--- src/rtl/keypad_scanner.sv ---
// keypad_scanner
//   Scans a 4x4 matrix keypad (Basys3 Pmod layout), debounces whole scans and
//   reports each newly accepted key as a hex code with a one-clock strobe.
//
// Ports
//   clk        system clock
//   rst        synchronous, active-high reset
//   row[3:0]   keypad rows, active-low, asynchronous to clk
//   col[3:0]   keypad column drive, active-low, one bit low at a time
//   key_code   hex code of the last accepted key
//   key_valid  one-clock pulse when a new key is accepted
//   key_held   high while an accepted key remains pressed
//
// Parameters
//   SCAN_DIV        clocks per column dwell (>= 4)
//   DEBOUNCE_SCANS  consecutive identical full scans needed to accept (>= 1)
module keypad_scanner #(
    parameter int SCAN_DIV       = 250000,
    parameter int DEBOUNCE_SCANS = 4
) (
    input  logic       clk,
    input  logic       rst,
    input  logic [3:0] row,
    output logic [3:0] col,
    output logic [3:0] key_code,
    output logic       key_valid,
    output logic       key_held
);

    localparam int CNT_W = $clog2(SCAN_DIV);
    localparam int STB_W = $clog2(DEBOUNCE_SCANS + 1);
    localparam logic [CNT_W-1:0] CNT_MAX = CNT_W'(SCAN_DIV - 1);
    localparam logic [STB_W-1:0] STB_MAX = STB_W'(DEBOUNCE_SCANS);
    localparam logic [STB_W-1:0] STB_ONE = STB_W'(1);

    typedef enum logic {IDLE, PRESSED} state_t;

    // Label of key at (row r, column c).
    function automatic logic [3:0] key_map(input logic [1:0] r, input logic [1:0] c);
        logic [3:0] k;
        case ({r, c})
            4'h0: k = 4'h1;  4'h1: k = 4'h2;  4'h2: k = 4'h3;  4'h3: k = 4'hA;
            4'h4: k = 4'h4;  4'h5: k = 4'h5;  4'h6: k = 4'h6;  4'h7: k = 4'hB;
            4'h8: k = 4'h7;  4'h9: k = 4'h8;  4'hA: k = 4'h9;  4'hB: k = 4'hC;
            4'hC: k = 4'h0;  4'hD: k = 4'hF;  4'hE: k = 4'hE;  default: k = 4'hD;
        endcase
        return k;
    endfunction

    logic [3:0]       row_meta_q, row_meta_d, row_sync_q, row_sync_d;
    logic [CNT_W-1:0] cnt_q, cnt_d;
    logic [1:0]       idx_q, idx_d;
    logic [3:0]       col_q, col_d;
    logic             acc_hit_q, acc_hit_d;
    logic [3:0]       acc_code_q, acc_code_d;
    logic             cand_hit_q, cand_hit_d;
    logic [3:0]       cand_code_q, cand_code_d;
    logic [STB_W-1:0] stable_q, stable_d;
    state_t           state_q, state_d;
    logic [3:0]       key_code_q, key_code_d;
    logic             key_valid_q, key_valid_d;
    logic             key_held_q, key_held_d;

    logic       tick, eos, qualified, same;
    logic       col_hit;
    logic [1:0] col_row;
    logic       samp_hit;
    logic [3:0] samp_code;

    always_comb begin
        row_meta_d = row;
        row_sync_d = row_meta_q;

        tick = (cnt_q == CNT_MAX);
        eos  = tick && (idx_q == 2'd3);

        // Lowest pressed row in the currently driven column.
        col_hit = ~&row_sync_q;
        if (!row_sync_q[0])      col_row = 2'd0;
        else if (!row_sync_q[1]) col_row = 2'd1;
        else if (!row_sync_q[2]) col_row = 2'd2;
        else                     col_row = 2'd3;

        // Scan result including this dwell's sample; an earlier column wins.
        samp_hit  = acc_hit_q;
        samp_code = acc_code_q;
        if (tick && !acc_hit_q && col_hit) begin
            samp_hit  = 1'b1;
            samp_code = key_map(col_row, idx_q);
        end

        // Code stays 0 for "no key", so a plain compare covers the none case.
        same = (samp_hit == cand_hit_q) && (samp_code == cand_code_q);

        cnt_d       = cnt_q + CNT_W'(1);
        idx_d       = idx_q;
        col_d       = col_q;
        acc_hit_d   = acc_hit_q;
        acc_code_d  = acc_code_q;
        cand_hit_d  = cand_hit_q;
        cand_code_d = cand_code_q;
        stable_d    = stable_q;
        qualified   = 1'b0;

        if (tick) begin
            cnt_d      = '0;
            idx_d      = idx_q + 2'd1;
            col_d      = ~(4'b0001 << idx_d);
            acc_hit_d  = samp_hit;
            acc_code_d = samp_code;
            if (eos) begin
                acc_hit_d  = 1'b0;
                acc_code_d = 4'h0;
                if (same) begin
                    if (stable_q != STB_MAX) stable_d = stable_q + STB_ONE;
                end else begin
                    cand_hit_d  = samp_hit;
                    cand_code_d = samp_code;
                    stable_d    = STB_ONE;
                end
                // Only the transition into the full count qualifies; a
                // differing scan with DEBOUNCE_SCANS = 1 qualifies at once.
                qualified = (stable_d == STB_MAX) && (!same || stable_q != STB_MAX);
            end
        end

        state_d     = state_q;
        key_code_d  = key_code_q;
        key_valid_d = 1'b0;
        key_held_d  = key_held_q;
        if (qualified) begin
            case (state_q)
                IDLE: begin
                    if (cand_hit_d) begin
                        key_code_d  = cand_code_d;
                        key_valid_d = 1'b1;
                        key_held_d  = 1'b1;
                        state_d     = PRESSED;
                    end
                end
                default: begin
                    if (!cand_hit_d) begin
                        key_held_d = 1'b0;
                        state_d    = IDLE;
                    end else if (cand_code_d != key_code_q) begin
                        // Rollover onto a different key.
                        key_code_d  = cand_code_d;
                        key_valid_d = 1'b1;
                    end
                end
            endcase
        end
    end

    always_ff @(posedge clk) begin
        if (rst) begin
            row_meta_q  <= 4'b1111;
            row_sync_q  <= 4'b1111;
            cnt_q       <= '0;
            idx_q       <= 2'd0;
            col_q       <= 4'b1110;
            acc_hit_q   <= 1'b0;
            acc_code_q  <= 4'h0;
            cand_hit_q  <= 1'b0;
            cand_code_q <= 4'h0;
            stable_q    <= '0;
            state_q     <= IDLE;
            key_code_q  <= 4'h0;
            key_valid_q <= 1'b0;
            key_held_q  <= 1'b0;
        end else begin
            row_meta_q  <= row_meta_d;
            row_sync_q  <= row_sync_d;
            cnt_q       <= cnt_d;
            idx_q       <= idx_d;
            col_q       <= col_d;
            acc_hit_q   <= acc_hit_d;
            acc_code_q  <= acc_code_d;
            cand_hit_q  <= cand_hit_d;
            cand_code_q <= cand_code_d;
            stable_q    <= stable_d;
            state_q     <= state_d;
            key_code_q  <= key_code_d;
            key_valid_q <= key_valid_d;
            key_held_q  <= key_held_d;
        end
    end

    assign col       = col_q;
    assign key_code  = key_code_q;
    assign key_valid = key_valid_q;
    assign key_held  = key_held_q;

endmodule

--- config.mk ---
export PLATFORM = sky130hd
export DESIGN_NAME = keypad_scanner
export DESIGN_NICKNAME = d
export VERILOG_FILES = /design/src/rtl/keypad_scanner.sv
export SDC_FILE = /design/constraint.sdc
export NUM_CORES = 1
export LEC_CHECK = 0
export CORE_MARGIN = 8
export CORE_UTILIZATION = 25
export DETAILED_ROUTE_END_ITERATION = 12
export PLACE_DENSITY = 0.45
export SKIP_CTS_REPAIR_TIMING = 1
export SYNTH_ARGS = -nofsm -noshare
export SYNTH_HDL_FRONTEND = slang
export SYNTH_SLANG_ARGS = --single-unit
--- constraint.sdc ---
create_clock -name clk -period 3.32 [get_ports clk]
set_input_delay 0.664 -clock clk [delete_from_list [all_inputs] [get_ports clk]]
set_output_delay 0.664 -clock clk [all_outputs]
set_load 0.01 [all_outputs]
Yosys cells after proc, flatten, opt, wreduce, memory -nomap -nowiden
Memory sizes are Yosys's and may differ from the RTL's.
Cells that the tools add are included.
Word-level totals
  register bits: 52
  bits in read-only memories: 64
  input bits: 6
  output and inout bits: 10
  memories kept: 1
Cells by class
  add/sub/neg operators: 3
  equal/unequal tests: 9
  shift-type cells: 1
  muxes and demuxes: 30
  bitwise operators: 2
  reduce and logical (&&, ||, !) cells: 16
Memory list
  (name not given): words 16, bits a word 4, read ports 1, clocked after memory_dff 0, write ports 0, line 41  | case ({r, c})
Operators by type and width (number)
  two-way mux 4 bit: 9
  adder 18 x 1 -> 18 bit (second input constant): 1
  == test 18 bit (second input constant): 1
  two-way mux 1 bit: 15
  two-way mux 3 bit: 4
  AND reduction 3 bit: 2
  logical AND 1 bit: 5
  == test 4 bit: 1
  two-way mux 2 bit: 2
  inequality test 4 bit: 1
  inverter 4 bit: 1
  AND reduction 4 bit: 1
  OR reduction 2 bit: 2
  << shifter 1 x 2 -> 4 bit (first input constant): 1
  adder 3 x 1 -> 3 bit (second input constant): 1
  == test 3 bit (second input constant): 1
  logical NOT 1 bit: 3
  inequality test 3 bit (second input constant): 1
  adder 2 x 1 -> 2 bit (second input constant): 1
  == test 2 bit (second input constant): 1
  inequality test 2 x 1 -> 1 bit (second input constant): 1
  inequality test 2 bit (second input constant): 1
  AND reduction 2 bit: 1
  nonzero test 2 bit: 1
  3 further kinds: 3

Longest topological paths before layout
An unclocked memory read counts as a cell.
  depth in word-level cells: 16
  depth in mapped cells: 12

Worst setup path before layout
No wires, ideal clock.
  kind: reg2reg
  from: register idx_q[0]
  to: register key_code_q[0], in the netlist key_code[0]
  library setup time: 0.123 ns
  arrival time: 2.946 ns
  required time: 3.197 ns
  slack: 0.250 ns
  cell stages (with the launch flop): 11
  path buffers: 0
  path through: dfxtp_1 inv_1 ha_1 and3b_4 or3_4 a2111oi_4 nor3b_2 nor2_2 or3_4 o31ai_4 mux2_1
Between the ends
  word-level cells in the longest chain between the ends: 12
  elaborated cells between the ends (all ways): 28
RTL lines
  from (decl): line 52  | logic [1:0] idx_q, idx_d;
  from (signal assigned): line 175  | idx_q <= idx_d;
  memory read (16 x 4 bit)
  two-way mux 4 bit: line 87  | if (tick && !acc_hit_q && col_hit) begin
  == test 4 bit: line 93  | same = (samp_hit == cand_hit_q) && (samp_code == cand_code_q);
  logical AND 1 bit: line 93
  two-way mux 3 bit: line 114  | if (same) begin
  two-way mux 3 bit: line 111  | if (eos) begin
  two-way mux 3 bit: line 105  | if (tick) begin
  == test 3 bit: line 123  | qualified = (stable_d == STB_MAX) && (!same || stable_q != STB_MAX);
  logical AND 1 bit: line 123
  two-way mux 1 bit: line 111
  two-way mux 1 bit: line 105
  AND reduction 3 bit (no line)
  to (signal assigned): line 183  | key_code_q <= key_code_d;
  to (decl): line 60  | logic [3:0] key_code_q, key_code_d;
Several ways; a longest one is shown, not always the timed one. The select of a mux whose other input is x is not followed.
A chain may end at the register's enable or synchronous reset.

Worst setup path in the final report
Ends and elaborated chain as after synthesis.

==> results.md <==
- Status: completed
- Setup TNS: 0 ns
- Grt ovf: 0
- Fin. Hold Viols: 0
- Port buffer count: 15
- HP Class: register to register
- Post-Syn Instances: 316
- Largest net degree at the start of global routing: 33
- I/O pins: 16
- Final worst slack: 0.1764 ns
- R2r endpoint: key_code[0]
- Initial antenna violation count: 0
- Leak Pwr: 1.234 nW
- Fillers: about 1.1k
- Die X: 121.1 microns
- Hold slack: between 0.4 and 0.5 ns
- Worst slew margin relative to its limit: 59.97%
- Area grow syn2layout: 15.89%
- Most frequent CP cell: or3_4
- Max stage delay on crit path: 0.38 ns
- Syn_nets: 331
- FP Rows: 38
- Fin crit share: between 90 and 100%
- First-pass GRT wire length: 10940 microns
- Die height: 121.1 microns
- Final net count: around 350
- Synth top cells by count: dfxtp_1, nor2_1, nand2_1, xor2_1, nand3_1
- Unrepaired setup endpoints after global routing: false
- Finished Core Util: 29.68%
- Synth area leaders: dfxtp_1, nor2_1, xor2_1, ha_1, xnor2_1
- Arr. time, crit path: 3.35 ns
- Initial Util: 25.61%
- Seq/Total Area, Yosys: 37.66%
- H-tree Lvls: 2
- Crit path max-delay family: simple AND/OR/NAND/NOR gates
- Synth warn: 0
- Critical path buffer and inverter count: 1
- Reg area: roughly 1000 sq um
- Core Region: 10790 sq um
- Synth Cell Area: 2764 sq um
- Setup crit start: idx_q[0]
- Number of max-cap violations: 0
- Crit-path slowest cell: a2111oi_4
- Peak VDD IR: 0.0001355 V
- Slew Viols, Final: 0
- Layout cells sized above 1: 11.87%
- PwrDens: 324.4 nW/um^2
- Worst r2r path cells: 10
- Clock slew at reported path FFs: 0.10 ns
- Total detailed-routing wirelength: 6478 microns
- Cts bufs inserted: 5
- Clk buf depth: 2
- Post-synth top area share: a little under two fifths
- Crit-path cells: inv_1 -> ha_1 -> and3b_4 -> or3_4 -> a2111oi_4 -> nor3b_4 -> nor2_2 -> or3_4 -> o31ai_4 -> mux2_1
- Crit path launch type: register
- Stages on worst setup path: 10
- Worst endpoint required time: 3.52 ns
- Top-count cell post-synth: dfxtp_1
- Kind of critical path: register to register
- Final ANT Viol Nets: 0
- 1st-iter DRT viols: 100
- Diode count: 0
- Syn_area_per_cell: 8.747 sq um
- Pre-CTS WS: 0.1353 ns
- Clock sink count: 52
- RR Startpoint: idx_q[0]
- Crit end category: register
- Crit path to: key_code[0]
- Most used DFF post-synth: dfxtp_1
- Root Driver: clkbuf_8
- CTS tree: built
- Gr usage total: slightly above 9%
- Detailed Place HPWL: 4873 microns
- Post-synth top area cell: dfxtp_1
- Reg2Reg Setup Slack: 0.18 ns
- Finish-stage setup viols: 0
- Vias: roughly 2.2k
- Post-synth EDFFs: 0
- Clock Latency Late Sink: 0.31 ns
- WL/cell: 13.58 microns
- Worst slew pin tran: 0.5991 ns
- Power, Total: between 1 and 1.5 mW
- Min Clock Period, post-route: between 3 and 4 ns
- Ys async rst share: 0%
- Via density: ~4.6
- CP Max Fanout: 4
- Number of distinct library cells after synthesis: 61
- 1st-pass router iterations: 4
- Max Freq: 318.1 MHz
- Multi-input logic area: 1617 sq um
- DRC viols: 0
- Vias in the first global route: 2191
- Gpl congestion: 0.8336
- Synth Register Bits: 52
- DIE AREA: 14680 sq um
- Worst Clk Skew: roughly 0.014 ns
==> worst reg2reg max path, delay by kind of cell, from the launching register on <==
family                     cells  cell delay [ns]
adders and majority gates      1             0.25
AOI/OAI and AO/OA              2             0.67
DFF                            1             0.31
muxes                          1             0.34
and+or+nand+nor                5             1.35
buffers and inverters          1             0.13
==> metrics by stage <==
stage,std cells,cell area [sq um]
detailed placement,470,3119
global placement,470,3119
global route,477,3203
finish,477,3203
floorplan,316,2764
CTS,477,3197
==> metal layers <==
layer / share of wire [%] / vias to the layer above / GRT usage, %
met5: 0 / - / 0
met4: 0.77 / 0 / 2.313
met3: 3.2 / 4 / 2.187
met2: 44 / 26 / 14.34
met1: 52 / 1000 / 12.44
li1: - / 1147 / -
==> power by group <==
part           switching, mW  leakage, nW  internal [mW]
sequential           0.00684        0.422          0.632
combinational         0.0302        0.771         0.0257
clock                  0.200       0.0410          0.144
==> cells by family (layout without fill, tap and decap cells) <==
kind of cell	Yosys count	after routing	share of synthesized area, %
simple gates	132	132	24.90
compound gates	58	58	15.98
flops	52	52	37.66
xor+xnor	30	30	9.506
buf+inv	25	46	4.074
mux	10	10	3.803
fa+ha+maj	9	9	4.074
==> sequential cells by signal (all words and copies together), names as in the netlist <==
name,cells
cnt_q,18
acc_code_q,4
cand_code_q,4
col,4
key_code,4
row_meta_q,4
row_sync_q,4
stable_q,3
idx_q,2
acc_hit_q,1
cand_hit_q,1
key_held,1
key_valid,1
state_q,1
==> worst min path at each step <==
stage	startpoint	to	slack, ns	cells after the start
5_1_grt	row_meta_q[3]	row_sync_q[3]	0.43	1
4_1_cts	row_meta_q[1]	row_sync_q[1]	0.41	1
2_1_floorplan	row_meta_q[0]	row_sync_q[0]	0.39	1
3_3_place_gp	row_meta_q[0]	row_sync_q[0]	0.39	1
6_report	row_meta_q[1]	row_sync_q[1]	0.41	1
3_5_place_dp	row_meta_q[1]	row_sync_q[1]	0.39	1
==> cell usage in the layout, fill, tap and decap left out, drive strengths merged, types with 9 or more instances in the layout <==
cell | netlist | routed
dfxtp | 52 | 52
nor2 | 43 | 43
nand2 | 22 | 22
xor2 | 18 | 18
clkdlybuf4s50 | 0 | 15
nand3 | 14 | 14
buf | 6 | 14
xnor2 | 12 | 12
a21oi | 11 | 11
inv | 10 | 10
o21ai | 10 | 10
ha | 9 | 9
==> cell type report <==
class / count / area share [%]
Multi-Input combinational cell: 239 / 50.47
Sequential cell: 52 / 32.50
Timing Repair Buffer: 29 / 7.969
Tap cell: 140 / 5.469
Clock buffer: 6 / 2.266
Inverter: 10 / 1.172
Clock inverter: 1 / 0.1563
No activity file was read; power rests on OpenSTA's default activity.
==> edit (same settings) <==
The parameter `SCAN_DIV` goes from 250000 to 62500.
--- a/src/rtl/keypad_scanner.sv
+++ b/src/rtl/keypad_scanner.sv
@@ -15,7 +15,7 @@
 //   SCAN_DIV        clocks per column dwell (>= 4)
 //   DEBOUNCE_SCANS  consecutive identical full scans needed to accept (>= 1)
 module keypad_scanner #(
-    parameter int SCAN_DIV       = 250000,
+    parameter int SCAN_DIV       = 62500,
     parameter int DEBOUNCE_SCANS = 4
 ) (
     input  logic       clk,
Function: no difference found for any inputs over 10 cycles, from zero or initial values and one cycle with rst high; that may be too few to reach the edited logic, so the function may still have changed.
==> edit against the original RTL <==
  * Design area shrank 7.0%
  * Wire length shrank 14%
  * Core utilization shrank 0.44 points
  * Cell count shrank 6.5%
  * Critical endpoint is now key_code[2]
  * Combinational power shrank 8.8%
  * Total power shrank 2.7%
  * Critical path type unchanged
  * Largest power group unchanged
  * Worst setup slack gained 88 ps
  * Sequential share of layout area grew 1.1 points
  * Maximum frequency grew 2.9%
  * Synthesized area shrank 6.7%
  * Global-route usage shrank 0.88 points
  * Sequential cell count shrank 2
==> edit: results (changes against the original RTL) <==
* Top cells by area, synth: dfxtp_1 (39%), nor2_1 (6.3%), ha_1 (4.4%)
* Final #Nets at 325 (-7.7%)
* GRT Util Overall at 8.31% (-0.88 points)
* Number of antenna violations at the first check in global routing at 0 (unchanged)
* First-pass GRT wire length at 9540 um (-13%)
* CTS Buf Count at 5 (unchanged)
* CTS max path bufs at 2 (unchanged)
* Largest Register: cnt_q
* Antenna cells at 0 (unchanged)
* # port buffers at 15 (unchanged)
* Vias in the first global route at 1966 (-10%)
* Max Clock Skew at 5.84 ps (-8.01 ps)
* Root buffer cell: clkbuf_8
* Slew @ Worst Pin at 647 ps (+48.1 ps)
* Routed WL per cell at 12.5 um (-7.7%)
* Share of layout cells above drive strength 1 at 12.9% (+1.0 points)
* Critical path's slowest cell: dfxtp_1
* Drt first pass iters at 4 (unchanged)
* Most common library cells after synthesis: dfxtp_1 (50), nor2_1 (43), nand2_1 (21)
* Yosys warnings at 0 (unchanged)
* Status: finished clean
* Max-cap viol count at 0 (unchanged)
* Worst-path fanout max at 6 (+2)
* Iteration-0 DRC count of the detailed router at 63 (-37%)
* Crit path largest cell delay at 460 ps (+80 ps)
* H-Tree Depth at 2 (unchanged)
* Syn nets at 308 (-6.9%)
* Sw power at 0.000238 W (about the same)
* Max FFs per register at 16 (-2)
* Leakage dissipation at 1.12 nW (-9.2%)
* Netlist cell types at 56 (-8.2%)
* Seq/Total Area, Yosys at 38.8% (+1.1 points)
* Min-Delay Path Class: reg -> reg
* Async S/R FF share, synth at 0% (unchanged)
* Global-route met2 utilization at 13.7% (-0.62 points)
* Clock slew seen by the registers of the worst setup and hold paths at around 90 ps
* Routability cong. at 0.759 (-8.9%)
* Clock latency on the worst-skew pair at 300 ps
* Peak supply drop at 0.000146 V (+7.7%)
* Largest net degree at the start of global routing at 20 (-39%)
* Vias per cell at 4.46 (-2.4%)
* Avg Cell Area, Syn at 8.81 um^2 (+0.67%)
* Placed cell areas at 2900 um^2 (-7.1%)
* GR Util met1 at 10.4% (-2.0 points)
* M3 GR Usage at 1.92% (-0.27 points)
* Drt drc at 0 (unchanged)
* DPL Wire Length at 4150 um (-15%)
* Worst Path Arrival at 3250 ps (-100 ps)
==> edit: layout make-up <==
class,instances,area [um^2]
inverter,12,45.0
multi-input combinational,219,1480
clock buffer,5,68.8
fill,1103,7210
sequential,50,1000
tap,136,170
clock inverter,2,10.0
timing repair buffer,22,203
==> edit: power groups by stage <==
stage               Sequential, W  Combinational, W  Clock (W)
floorplan                0.000627         0.0000369          0
global placement         0.000630         0.0000522          0
detailed placement       0.000630         0.0000521          0
CTS                      0.000616         0.0000522   0.000361
global route             0.000618         0.0000580   0.000387
finish                   0.000616         0.0000510   0.000345
==> edit: logic make-up (layout without fill, tap and decap cells) <==
| logic type | after synthesis | in the layout | share of synthesized area, % |
|---|---|---|---|
| and+or+nand+nor | 133 | 133 | 28.8 |
| adders and majority gates | 9 | 9 | 4.36 |
| muxes | 11 | 11 | 4.56 |
| buffers and inverters | 24 | 41 | 3.83 |
| DFF | 50 | 50 | 38.8 |
| AOI/OAI and AO/OA | 47 | 47 | 12.7 |
| xor gates and xnor gates | 19 | 19 | 6.98 |
==> edit: through the flow <==
step,total power (W),setup WS (ps),cells
2_1_floorplan,0.000664,559,293
3_3_place_gp,0.000682,369,439
3_5_place_dp,0.000682,292,439
4_1_cts,0.00103,273,446
5_1_grt,0.00106,30.6,446
6_report,0.00101,264,446
==> edit: path summary, 6_finish.rpt <==
kind                       from            end  slack [ps]  cells after the start
setup / recovery       idx_q[0]    key_code[2]         260                     10
hold / removal    row_meta_q[3]  row_sync_q[3]         410                      1
setup reg to reg       idx_q[0]    key_code[2]         260                     10
hold reg to reg   row_meta_q[3]  row_sync_q[3]         410                      1
==> edit: critical path: cells and delay by family, from the launching register on <==
family,cells,cell delay [ps]
DFF,1,460
buffers and inverters,1,140
adders and majority gates,1,350
muxes,2,580
and+or+nand+nor,5,1170
AOI/OAI and AO/OA,1,260
==> edit: metal layers <==
metal	part of all wire, %	wire length (um)	vias to the layer above
met4	1.3	70	0
li1	-	-	1042
met5	0	0	-
met2	47	2640	24
met1	49	2740	915
met3	2.6	144	6
